[config.mk]
export PLATFORM = sky130hd
export DESIGN_NAME = rd_acc_burst
export DESIGN_NICKNAME = d
export VERILOG_FILES = /design/src/rtl/rd_acc_burst.sv
export SDC_FILE = /design/constraint.sdc
export NUM_CORES = 1
export LEC_CHECK = 0
export CAP_MARGIN = 20
export CORE_MARGIN = 4
export CORE_UTILIZATION = 53
export CTS_CLUSTER_SIZE = 20
export DETAILED_ROUTE_END_ITERATION = 8
export HOLD_SLACK_MARGIN = 0.1
export MAX_ROUTING_LAYER = met4
export PLACE_DENSITY = 0.88
export SKIP_LAST_GASP = 1
export SLEW_MARGIN = 10
export SYNTH_ARGS = -nofsm -noshare
export SYNTH_HDL_FRONTEND = slang
export SYNTH_SLANG_ARGS = --single-unit
[constraint.sdc]
create_clock -name clk -period 4 [get_ports clk]
set_input_delay 0.8 -clock clk [delete_from_list [all_inputs] [get_ports clk]]
set_output_delay 0.8 -clock clk [all_outputs]
set_load 0.01 [all_outputs]
[src/rtl/rd_acc_burst.sv]
// Burst register-read accessor: one REGIF master read per word with address
// auto-increment, per-word timeout, and a 4-phase {code,data} response per word.
module rd_acc_burst #(
  parameter int          DATA_W      = 32,
  parameter int          LEN_W       = 4,
  parameter int          TIMEOUT_CYC = 1024,
  parameter logic [31:0] ACK_CODE    = 32'h1,
  parameter logic [31:0] NACK_CODE   = 32'h2,
  parameter logic [31:0] TMO_CODE    = 32'h3
) (
  input  logic                 clk,
  input  logic                 rst_n,
  input  logic [31:0]          acc_addr,
  input  logic [LEN_W-1:0]     acc_len,
  input  logic                 acc_en,
  output logic                 acc_en_ack,
  output logic                 IP2Bus_MstRd_Req,
  output logic [31:0]          IP2Bus_Mst_Addr,
  input  logic                 Bus2IP_Mst_CmdAck,
  input  logic                 Bus2IP_Mst_Cmplt,
  input  logic                 Bus2IP_Mst_Error,
  input  logic [DATA_W-1:0]    Bus2IP_MstRd_d,
  input  logic                 Bus2IP_MstRd_src_rdy_n,
  output logic                 snd_resp,
  input  logic                 snd_resp_ack,
  output logic [31+DATA_W:0]   resp,
  input  logic                 my_regif,
  output logic                 drv_regif,
  output logic                 busy
);

  localparam int               TMR_W     = $clog2(TIMEOUT_CYC) + 1;
  localparam logic [TMR_W-1:0] TMR_LAST  = TMR_W'(TIMEOUT_CYC - 1);
  localparam logic [31:0]      ADDR_STEP = 32'(DATA_W / 8);

  typedef enum logic [2:0] {
    S_IDLE, S_GRANT, S_REQ, S_WAIT, S_RESP, S_RACK, S_RREL
  } state_t;

  state_t             state;
  logic [1:0]         acc_en_sync;
  logic [1:0]         ack_sync;
  logic               acc_en_s;
  logic               ack_s;
  logic               armed;
  logic [31:0]        cur_addr;
  logic [LEN_W-1:0]   remaining;
  logic [TMR_W-1:0]   timer;
  logic               err_flag;
  logic               tmo_flag;
  logic [DATA_W-1:0]  data_reg;

  assign acc_en_s = acc_en_sync[1];
  assign ack_s    = ack_sync[1];

  // The request synchroniser resets high so a host level still asserted across
  // reset is not mistaken for a fresh low-to-high request.
  always_ff @(posedge clk or negedge rst_n) begin
    if (!rst_n) begin
      acc_en_sync <= 2'b11;
      ack_sync    <= 2'b00;
    end else begin
      acc_en_sync <= {acc_en_sync[0], acc_en};
      ack_sync    <= {ack_sync[0], snd_resp_ack};
    end
  end

  always_ff @(posedge clk or negedge rst_n) begin
    if (!rst_n) begin
      state            <= S_IDLE;
      armed            <= 1'b0;
      cur_addr         <= '0;
      remaining        <= '0;
      timer            <= '0;
      err_flag         <= 1'b0;
      tmo_flag         <= 1'b0;
      data_reg         <= '0;
      acc_en_ack       <= 1'b0;
      IP2Bus_MstRd_Req <= 1'b0;
      IP2Bus_Mst_Addr  <= '0;
      snd_resp         <= 1'b0;
      resp             <= '0;
      drv_regif        <= 1'b0;
      busy             <= 1'b0;
    end else begin
      acc_en_ack <= 1'b0;
      if (!acc_en_s) armed <= 1'b1;

      case (state)
        S_IDLE: begin
          if (acc_en_s && armed) begin
            armed      <= 1'b0;
            acc_en_ack <= 1'b1;
            cur_addr   <= acc_addr;
            remaining  <= (acc_len == '0) ? LEN_W'(1) : acc_len;
            err_flag   <= 1'b0;
            tmo_flag   <= 1'b0;
            busy       <= 1'b1;
            state      <= S_GRANT;
          end
        end

        S_GRANT: begin
          if (my_regif) begin
            drv_regif <= 1'b1;
            state     <= S_REQ;
          end
        end

        S_REQ: begin
          IP2Bus_MstRd_Req <= 1'b1;
          IP2Bus_Mst_Addr  <= cur_addr;
          timer            <= '0;
          err_flag         <= 1'b0;
          tmo_flag         <= 1'b0;
          state            <= S_WAIT;
        end

        S_WAIT: begin
          timer <= timer + TMR_W'(1);
          if (Bus2IP_Mst_CmdAck) IP2Bus_MstRd_Req <= 1'b0;
          if (Bus2IP_Mst_Cmplt && Bus2IP_Mst_Error) err_flag <= 1'b1;
          // Data arriving in the timeout cycle still counts as a good read.
          if (!Bus2IP_MstRd_src_rdy_n) begin
            data_reg         <= Bus2IP_MstRd_d;
            IP2Bus_MstRd_Req <= 1'b0;
            state            <= S_RESP;
          end else if (timer == TMR_LAST) begin
            data_reg         <= '0;
            IP2Bus_MstRd_Req <= 1'b0;
            tmo_flag         <= 1'b1;
            state            <= S_RESP;
          end
        end

        S_RESP: begin
          resp     <= {tmo_flag ? TMO_CODE : (err_flag ? NACK_CODE : ACK_CODE), data_reg};
          snd_resp <= 1'b1;
          state    <= S_RACK;
        end

        S_RACK: begin
          if (ack_s) begin
            snd_resp <= 1'b0;
            state    <= S_RREL;
          end
        end

        S_RREL: begin
          if (!ack_s) begin
            if (err_flag || tmo_flag || remaining == LEN_W'(1)) begin
              drv_regif <= 1'b0;
              busy      <= 1'b0;
              state     <= S_IDLE;
            end else begin
              remaining <= remaining - LEN_W'(1);
              cur_addr  <= cur_addr + ADDR_STEP;
              err_flag  <= 1'b0;
              state     <= S_REQ;
            end
          end
        end

        default: state <= S_IDLE;
      endcase
    end
  end

endmodule

==> key figures <==
Outcome
  – Status: finished clean

Clocking
  – H-tree depth: 4
  – Clk sinks: 160
  – Clk slew on worst S/H paths: about 60 ps
  – # resized after CTS: 0
  – CTS tree: done
  – CTS hold repair buffers: 0
  – TritonCTS buffer count: 17
  – # Post-CTS Setup Buffers: 0
  – Worst-Skew Late Latency: 430 ps
  – Clock tree buffer depth: 2
  – Root Buffer: clkbuf_16

Synthesis
  – Post-Syn Area: just over 7000 µm²
  – EDFF count, synth: 0
  – Seq/Total Area, Yosys: roughly 55%
  – Ys Warns: 0
  – Dominant cells by area after synthesis: dfrtp_1 55%, mux2_2 10%, a22o_1 4.6%
  – Top-count cell post-synth: dfrtp_1
  – Most common flop cell mapped by yosys: dfrtp_1
  – Synth cell count leaders: 158 x dfrtp_1, 65 x mux2_2, 52 x nand2_1
  – FFs w/ async S/R, synth: between 90% and 100%
  – Synth top area share: between 50 and 60%
  – Synth cell types: 57
  – Post-Syn Area per Cell: 11.14 µm²
  – Post-Syn Instances: approximately 650
  – Yosys top cell by area: dfrtp_1
  – Synthesized flop and latch total: between 150 and 200

Power and ir drop
  – P per Cell Area: between 700 and 800 nW/µm²
  – Maximum vdd ir drop: 0.4368 mV
  – P_leak: between 3 and 4 nW

Setup path
  – Worst setup SP type: register
  – Critical Path, Cell by Cell: inv_1 > nand2_1 > buf_4 > or3_1 > nor4_1 > a311oi_1
  – Worst path required time: 4290 ps
  – CP peak stage delay: around 600 ps
  – Setup CP Type: register to register
  – CP top delay family: simple AND/OR/NAND/NOR gates
  – Arr. time, crit path: a little under 3000 ps
  – CP endpoint kind: register
  – CP max FO: 24
  – Worst path slowest cell: dfrtp_1
  – Crit path buf inv count: 2

GRT
  – Initial antenna violation count: 0
  – Gr ovfl total: 0
  – First-pass GRT wire length: 29250 µm
  – All-Layer GR Usage: between 20% and 30%
  – Largest net degree at the start of global routing: 85
  – Vias in the first global route: about 5700

Place
  – Dpl hpwl: between 10000 and 15000 µm
  – Port buffer count: between 100 and 150
  – Gpl congestion: 0.8850
  – Placement Cell Area: around 8800 µm²
  – Placed Instances: between 900 and 1000

Drt
  – DR vias/cell: 5.890
  – Vias: between 5000 and 6000
  – WL per Instance: roughly 19 µm
  – Residual DRC count: 0
  – Detailed Route WL: around 19000 µm
  – DR iter-0 viols: ~570
  – DRT Pass-1 Iters: 5
  – Final ANT Viol Nets: 0

Die
  – Boundary Pins: between 150 and 200
  – Row count: 42
  – Die X: 124.8 µm
  – Core box area: roughly 13000 µm²
  – Die area: around 16000 µm²
  – Die Span Y: between 100 and 150 µm
  – Initial core utilization: 54.37%

Timing
  – Hold Vio Cnt, Final: 0
  – Minimum clock period: between 2000 and 3000 ps
  – Fin. max-slew vios: 0
  – Fmax: ~0.37 GHz
  – TNS Setup: 0 ps
  – Period utilization: around two thirds
  – Clk_skew: roughly 10 ps
  – Least-Margin Pin Slew: ~800 ps
  – Endpoints failing setup: 0
  – RSZ-0062 raised after global routing: no
  – Slew margin rel.: a little under half

Final layout
  – N_diodes: 0
  – Area growth from synthesis to layout: 30.22%
  – Max reg flops: 34
  – Non-filler cells, final: slightly below 1000
  – Design Area, Final: 9413 µm²
  – Fin nets: roughly 870
  – Layout cells sized above 1: 14.82%
  – Most flops, register: resp

Hold path
  – Hold crit path type: register to register

Flow run
  – Maximum capacitance violations: 0
[stage by stage]
stage          setup slack (ps)  utilization (%)  total power, W  hold WS, ps
4_1_cts                    1142            70.59        0.007279        348.5
2_1_floorplan              1946                -        0.004338        331.2
5_1_grt                    1142            70.80        0.007691        348.8
3_3_place_gp               1335            65.84        0.005409        337.9
3_5_place_dp               1168            66.05        0.005585        335.5
6_report                   1317            70.80        0.007288        346.5
[power by group]
group	switching [W]	internal [W]	leakage, nW
logic	0.00122	0.00146	1.79
clock network	0.000687	0.000963	0.284
registers	0.000625	0.00233	1.92
total	0.00253	0.00475	4.00
[placed cells by master (no fill, tap or decap), types with 4 or more instances in the layout]
cell,Yosys,final
dfrtp_1,158,158
clkdlybuf4s50_1,0,146
mux2_2,65,65
nand2_1,52,52
o21ai_0,42,42
a22o_1,38,38
a21oi_1,36,35
conb_1,1,30
nor2_1,31,29
nand3_1,20,20
nor3_1,17,17
clkbuf_16,0,17
inv_1,10,10
and3_1,8,8
buf_4,30,8
nand2b_1,7,7
o22ai_1,7,7
a311oi_1,6,6
a21o_1,5,5
nand4_1,5,5
a31oi_1,5,5
inv_6,0,5
or3_1,4,4
and2_1,3,4
a211oi_1,4,4
and4_1,4,4
mux2i_1,4,4
o31ai_1,4,4
ha_1,4,4
clkinvlp_4,0,4
[logic make-up after synthesis]
kind of cell | count (synthesis) | synth area share, %
AO/OA/AOI/OAI | 173 | 16.13
buffers and inverters | 76 | 5.695
adder cells (fa/ha/maj) | 4 | 0.6924
other | 1 | 0.05188
multiplexers | 69 | 10.68
flip-flops | 160 | 55.43
AND/OR/NAND/NOR | 166 | 11.32
[worst paths after layout]
kind | startpoint | to | slack, ps | cells past startpoint
min in group asynchronous | rst_n | cur_addr[9] | 420 | 1
worst min register to register | ack_sync[0] | ack_sync[1] | 350 | 0
worst min-delay path | ack_sync[0] | ack_sync[1] | 350 | 0
max in group asynchronous | rst_n | IP2Bus_Mst_Addr[18] | 2720 | 2
worst max-delay path | state[0] | cur_addr[28] | 1320 | 6
worst max register to register | state[0] | cur_addr[28] | 1320 | 6
[cell type report]
cell class              instances  area [µm²]
clock buffers                  19       452.9
well taps                     176       220.2
clock inverters                13       151.4
flip-flops and latches        160        4006
fillers                       922        3882
multi-input cells             442        2933
inverters                      11       41.29
repair buffers                158        1608
[routing by layer]
metal  GRT usage, %  share of wire, %
met1          29.74                40
met2          38.74                50
met3          5.017               6.9
met4          10.12               3.0
met5              -                 0
(Power assumes the default switching activity.)
